--- src/rtl/vram_arbiter.sv ---
`default_nettype none
// ============================================================================
//  Module  : vram_arbiter
//  Brief   : Shares single-port VRAM between display fetch (fixed priority,
//            fixed latency) and a one-entry CPU valid/ready request port.
//  Rev     : 1.0  initial release
// ============================================================================
module vram_arbiter #(
   parameter int ADDR_W   = 12,
   parameter int DATA_W   = 8,
   parameter int MAX_WAIT = 1023
) (
   input  logic              clk_i,
   input  logic              reset_ni,
   input  logic              disp_req_i,
   input  logic [ADDR_W-1:0] disp_addr_i,
   output logic [DATA_W-1:0] disp_data_o,
   input  logic              cpu_valid_i,
   output logic              cpu_ready_o,
   input  logic              cpu_we_i,
   input  logic [ADDR_W-1:0] cpu_addr_i,
   input  logic [DATA_W-1:0] cpu_wdata_i,
   output logic              cpu_rvalid_o,
   output logic [DATA_W-1:0] cpu_rdata_o,
   output logic              cpu_starved_o,
   output logic              ram_en_o,
   output logic              ram_we_o,
   output logic [ADDR_W-1:0] ram_addr_o,
   output logic [DATA_W-1:0] ram_wdata_o,
   input  logic [DATA_W-1:0] ram_rdata_i
);

   localparam int CNT_W = $clog2(MAX_WAIT + 1);
   localparam logic [CNT_W-1:0] MAX_CNT  = CNT_W'(MAX_WAIT);
   localparam logic [CNT_W-1:0] ONE_CNT  = CNT_W'(1);
   localparam logic [CNT_W-1:0] LAST_CNT = MAX_CNT - ONE_CNT;

   localparam logic [1:0] IDLE    = 2'd0;
   localparam logic [1:0] PENDING = 2'd1;
   localparam logic [1:0] RESP    = 2'd2;

   logic [1:0]        state;
   logic              hold_we;
   logic [ADDR_W-1:0] hold_addr;
   logic [DATA_W-1:0] hold_wdata;
   logic [CNT_W-1:0]  wait_cnt;
   logic              pending;

   assign pending     = (state == PENDING);
   assign cpu_ready_o = (state == IDLE);
   assign disp_data_o = ram_rdata_i;

   // Display always wins the port; the held CPU request only fills idle cycles.
   assign ram_en_o    = disp_req_i | pending;
   assign ram_we_o    = ~disp_req_i & pending & hold_we;
   assign ram_addr_o  = disp_req_i ? disp_addr_i : hold_addr;
   assign ram_wdata_o = hold_wdata;

   always_ff @(posedge clk_i or negedge reset_ni) begin
      if (!reset_ni) begin
         state         <= IDLE;
         hold_we       <= 1'b0;
         hold_addr     <= '0;
         hold_wdata    <= '0;
         wait_cnt      <= '0;
         cpu_rvalid_o  <= 1'b0;
         cpu_rdata_o   <= '0;
         cpu_starved_o <= 1'b0;
      end else begin
         cpu_rvalid_o <= 1'b0;
         case (state)
            IDLE: begin
               if (cpu_valid_i) begin
                  hold_we    <= cpu_we_i;
                  hold_addr  <= cpu_addr_i;
                  hold_wdata <= cpu_wdata_i;
                  state      <= PENDING;
               end
            end
            PENDING: begin
               if (disp_req_i) begin
                  if (wait_cnt != MAX_CNT) begin
                     wait_cnt <= wait_cnt + ONE_CNT;
                  end
                  // Sticky flag rises on the same edge the counter reaches MAX_WAIT.
                  if (wait_cnt >= LAST_CNT) begin
                     cpu_starved_o <= 1'b1;
                  end
               end else begin
                  wait_cnt <= '0;
                  state    <= hold_we ? IDLE : RESP;
               end
            end
            RESP: begin
               cpu_rdata_o  <= ram_rdata_i;
               cpu_rvalid_o <= 1'b1;
               state        <= IDLE;
            end
            default: state <= IDLE;
         endcase
      end
   end

endmodule
`default_nettype wire
--- config.mk ---
export PLATFORM = sky130hd
export DESIGN_NAME = vram_arbiter
export DESIGN_NICKNAME = d
export VERILOG_FILES = /design/src/rtl/vram_arbiter.sv
export SDC_FILE = /design/constraint.sdc
export NUM_CORES = 1
export LEC_CHECK = 0
export BUFFER_PORTS_ARGS = -buffer_cell sky130_fd_sc_hd__buf_4
export CAP_MARGIN = 5
export CORE_UTILIZATION = 35
export DETAILED_ROUTE_END_ITERATION = 12
export PLACE_DENSITY = 0.59
export SETUP_SLACK_MARGIN = 0.5
export SYNTH_ARGS = -nofsm -noshare
export SYNTH_HDL_FRONTEND = slang
export SYNTH_SLANG_ARGS = --single-unit
--- constraint.sdc ---
create_clock -name clk_i -period 4.3 [get_ports clk_i]
set_input_delay 0.215 -clock clk_i [delete_from_list [all_inputs] [get_ports clk_i]]
set_output_delay 0.215 -clock clk_i [all_outputs]
set_load 0.05 [all_outputs]
==> results of run 1 <==
## cells by family (layout without fill, tap and decap cells)
kind of cell / Yosys count / count (layout)
simple gates: 39 / 39
flops: 43 / 43
buf+inv: 20 / 97
fa+ha+maj: 2 / 2
mux: 42 / 42
compound gates: 23 / 23
## report_power, final
group | internal (mW) | switching (mW)
Sequential | 0.532 | 0.0848
Clock | 0.170 | 0.131
Combinational | 0.269 | 0.503
## metrics by stage
step	worst slack [ns]	instances	instance area, µm²	hold WS [ns]	utilization
2_1_floorplan	2.21	169	2070	-0.0806	-
3_3_place_gp	2.43	310	2690	0.245	0.480
3_5_place_dp	2.40	310	2690	0.241	0.480
4_1_cts	2.38	318	2810	0.131	0.500
5_1_grt	2.29	318	2810	0.123	0.500
6_report	2.44	318	2810	0.139	0.500
## layer usage
metal  global-route usage  routed length (µm)  part of all wire  vias up
met2                0.235                2090              0.46       58
li1                     -                   -                 -      755
met1                0.215                2190              0.48      741
met5                    0                   0                 0        -
met3               0.0379                 272             0.059        4
met4               0.0455                  40            0.0087        0
## what timing repair did
action                     in CTS  in global routing
resized for setup               0                  0
hold endpoints to repair       43                  0
setup endpoints to repair       0                  0
hold buffers                    1                  0
## flip-flops by register name (all words and copies together), names as in the netlist
| name | flops |
|---|---|
| cpu_rvalid_o | 1 |
| cpu_starved_o | 1 |
| hold_we | 1 |
| hold_addr | 12 |
| state | 2 |
| cpu_rdata_o | 8 |
| ram_wdata_o | 8 |
| wait_cnt | 10 |
## area by class of cell
| cell class | count | area [µm²] |
|---|---|---|
| Sequential cell | 43 | 1080 |
| Timing Repair Buffer | 86 | 648 |
| Fill cell | 538 | 2800 |
| Tap cell | 72 | 90.1 |
| Clock buffer | 6 | 72.6 |
| Multi-Input combinational cell | 106 | 873 |
| Inverter | 4 | 15.0 |
| Clock inverter | 1 | 30.0 |
## critical path: stages, from the launching register on
cell     delay, ns
dfrtp_1       0.44
nor2_1        0.13
and2_1        0.76
mux2_2        0.42
## final timing paths
| check | cells past startpoint | from | to | slack (ns) |
|---|---|---|---|---|
| min in group asynchronous | 2 | reset_ni | hold_addr[4] | 0.45 |
| worst min-delay path | 2 | cpu_addr_i[2] | hold_addr[2] | 0.14 |
| max in group asynchronous | 2 | reset_ni | ram_wdata_o[2] | 3.49 |
| worst max-delay path | 3 | state[0] | hold_addr[5] | 2.44 |
| worst min register to register | 1 | hold_we | state[1] | 0.46 |
| worst max register to register | 3 | state[0] | hold_addr[5] | 2.44 |
## cell usage in the layout (no fill, tap or decap), types with 4 or more instances in the layout
| cell | count |
|---|---|
| mux2_1 | 21 |
| a21oi_1 | 5 |
| nor2_1 | 4 |
| o21ai_0 | 6 |
| nand2_1 | 8 |
| buf_4 | 85 |
| dfrtp_1 | 43 |
| clkbuf_8 | 5 |
| inv_1 | 4 |
| mux2_2 | 20 |
| nand3_1 | 7 |
==> impl_metrics.yaml, run 1 <==
outcome:
  status: "finished clean"
power:
  powerDensity_mw_per_mm2: 602
  report.power.total_mw: 1.69
  peakVddDrop_mv: 0.271
  leakagePower_nw: 1.32
clocking:
  clock-sinks: 43
  worstSkewPairLatency_ns: 0.29
  h-tree-depth: 2
  clkTransAtPathRegs_ns: 0.08
  cts_root_buf: "clkbuf_8"
  numCtsBuffers: 5
  cts_tree: "yes"
  clk_path_buf_depth: 2
  cts_setup_buffers: 0
floorplan:
  dieArea_mm2: 0.00624
  rows: 27
  pin_count: 86
  fp.dieH_um: 79.0
  start_util: 0.370
  core_mm2: 0.00561
  die-width_um: 79.0
route:
  post_drt_wl_per_cell_um: 14.5
  num_vias: 1558
  wl_um: 4600
  drc: 0
  antenna_left: 0
  first_iter_violations: 76
  first_pass_iters: 4
  viasPerCell: 4.90
synth:
  synth_xor_area_frac: 0
  ys_ff_latch: 43
  synth_top_family_by_area: "multiplexers"
  yosysTopAreaCell: "dfrtp_1"
  synth-simple-area-share: 0.107
  synth_nets: 216
  avgSynthCellArea_um2: 12.3
  synth_compound_area_frac: 0.0742
  netlist_area_mm2: 0.00207
  synth_top_cells_by_count: "dfrtp_1, mux2_1, mux2_2"
  synth_edf_count: 0
  synth.distinct_cells: 37
  yosys.cell_count.top_type: "dfrtp_1"
  yosys_warnings: 0
  synthFlopType: "dfrtp_1"
  async_reset_ff_frac: 1.00
  yosys.area.top_type_share: 0.519
  synth_mux_area_frac: 0.228
  syn_inst: 169
  synth-seq-area-share: 0.519
  synthTopCellsByArea: "dfrtp_1, mux2_1, mux2_2"
  synth_adder_area_share: 0.0121
grt:
  overflow: 0
  grt_max_degree: 44
  grt_antenna_before_repair: 0
  grt_pass1_vias: 1450
  grt_pass1_wl_um: 7400
  track_usage: 0.154
sta:
  period_share: 0.432
  fmax_mhz: 538
  relSlewSlack: 0.377
  setup_viol: 0
  tightest_slew_ns: 0.934
  period_minus_slack_ns: 1.86
  hold_viol: 0
  fin_setup_tns_ns: 0
  maxSlewViolCount: 0
  finalClockSkew_ns: 0.00397
  rsz0062_at_grt: "no"
final_layout:
  nets: 293
  num_antenna_cells: 0
  syn2layout_area_growth_pct: 35.3
  drive_gt1_frac: 0.480
worst_setup_path:
  crit_required_ns: 4.47
  arrival_ns: 2.03
  crit_type: "reg2reg"
  cp-start-kind: "flop"
  critPathCaptureType: "flop"
  crit_fanout: 21
place:
  portBuffers: 85
  gp_congestion: 0.778
  dp_hpwl_um: 3380
worst_hold_path:
  hold_class: "in2reg"
flow_run:
  max_cap_viol_count: 0
No activity file was read; power rests on OpenSTA's default activity.
==> run 2: changes to the inputs <==
- clock period: 4.3 -> 1.9 ns (I/O delays scaled with it)
==> impl_metrics.yaml, run 2 (synthesized netlist as in run 1, its figures left out) <==
outcome:
  status: "finished clean"
floorplan:
  rows: 27
  start_util: 0.370
  core_mm2: 0.00561
  die-width_um: 79.0
  pin_count: 86
  dieArea_mm2: 0.00624
  fp.dieH_um: 79.0
grt:
  grt_pass1_vias: 1708
  grt_max_degree: 44
  grt_pass1_wl_um: 7850
  overflow: 0
  track_usage: 0.162
  grt_antenna_before_repair: 0
worst_setup_path:
  crit_fanout: 6
  cp-start-kind: "flop"
  crit_required_ns: 1.80
  crit_type: "reg2out"
  arrival_ns: 1.32
  critPathCaptureType: "output port"
final_layout:
  syn2layout_area_growth_pct: 44.2
  finalInstanceArea_mm2: 0.00299
  final_common_cell: "buf_4"
  regMostFlops: "hold_addr"
  drive_gt1_frac: 0.550
  mostFrequentLayoutCells: "buf_4, dfrtp_1, mux2_1, mux2_2, nand2_1"
  top_regs: "hold_addr (12), wait_cnt (10)"
  nets: 306
  num_antenna_cells: 0
  largest_register_ffs: 12
  num-fill-cells: 496
clocking:
  h-tree-depth: 2
  worstSkewPairLatency_ns: 0.30
  cts_root_buf: "clkbuf_8"
  cts_tree: "yes"
  clk_path_buf_depth: 2
  numCtsBuffers: 5
  clkTransAtPathRegs_ns: 0.09
  clock-sinks: 43
route:
  first_iter_violations: 49
  viasPerCell: 4.97
  drc: 0
  post_drt_wl_per_cell_um: 14.4
  wl_um: 4790
  first_pass_iters: 4
  antenna_left: 0
  num_vias: 1650
sta:
  period_share: 0.745
  fin_setup_tns_ns: 0
  rsz0062_at_grt: "yes"
  fmax_mhz: 707
  finalClockSkew_ns: 0.0114
  maxSlewViolCount: 0
  relSlewSlack: 0.641
  hold_viol: 0
  period_minus_slack_ns: 1.41
  worst_slack_ns: 0.485
  tightest_slew_ns: 0.539
  setup_viol: 0
flow_run:
  max_cap_viol_count: 0
power:
  peakVddDrop_mv: 0.644
  report.power.total_mw: 4.03
  leakagePower_nw: 1.39
  powerDensity_mw_per_mm2: 1350
place:
  portBuffers: 85
  pre_cts_slack_ns: 0.412
  place_area_mm2: 0.00274
  dp_hpwl_um: 3180
  gp_congestion: 0.731
worst_hold_path:
  hold_class: "in2reg"
run 2: cell count changes in the layout (fill, tap and decap cells not counted), moves of 3 or more:
cell	delta
and2_4	+3
o21ai_0	-3
buf_6	+3
dfrtp_2	+3
dfrtp_1	-3
o21ai_1	+3
buf_4	+7
run 2: cell type report:
cell class	count	area [µm²]	share of cell area
Clock buffer	6	82.6	0.0276
Clock inverter	2	35.0	0.0117
Inverter	4	15.0	0.00502
Multi-Input combinational cell	109	952	0.319
Sequential cell	43	1080	0.361
Tap cell	72	90.1	0.0301
Timing Repair Buffer	96	734	0.246
run 2: critical path, cell delays in order (launching register included):
cell and delay, ns:
dfrtp_2 0.46, nand2b_4 0.19, nor3b_4 0.19, buf_6 0.18
run 2: per-stage QoR:
step | hold WS (ns) | std cells | utilization
2_1_floorplan | -0.201 | 169 | -
3_3_place_gp | 0.124 | 312 | 0.488
3_5_place_dp | 0.122 | 312 | 0.488
4_1_cts | 0.00760 | 325 | 0.521
5_1_grt | 0.00227 | 332 | 0.533
6_report | 0.0124 | 332 | 0.533
run 2: worst paths after layout:
check,start,end,slack [ns],cells after the start
max in group asynchronous,reset_ni,wait_cnt[1],1.17,2
setup / recovery,state[1],ram_we_o,0.49,3
hold reg to reg,hold_we,state[1],0.48,1
min in group asynchronous,reset_ni,cpu_rdata_o[3],0.32,2
hold / removal,cpu_addr_i[4],hold_addr[4],0.01,2
setup reg to reg,state[1],wait_cnt[6],0.50,4
run 2: timing repair:
item | 4_1_cts | 5_1_grt
gates cloned | 1 | 2
hold endpoints to repair | 43 | 0
setup endpoints to repair | 31 | 24
hold buffers | 1 | 0
pin swaps | 3 | 3
resized for setup | 7 | 8
buffers inserted | 3 | 5
run 2: power breakdown:
group          internal (mW)  leakage (nW)  total [mW]  switching (mW)
logic                  0.706         0.811        1.89            1.18
clock network          0.425        0.0612       0.739           0.314
registers               1.21         0.521        1.41           0.199
total                   2.34          1.39        4.03            1.70
run 2: routing by layer:
metal  vias to the layer above  global-route usage  wire [µm]
met5                         -                   0          0
met1                       799               0.207       2040
met3                         7              0.0448        341
li1                        785                   -          -
met4                         0              0.0636         61
met2                        59               0.259       2350
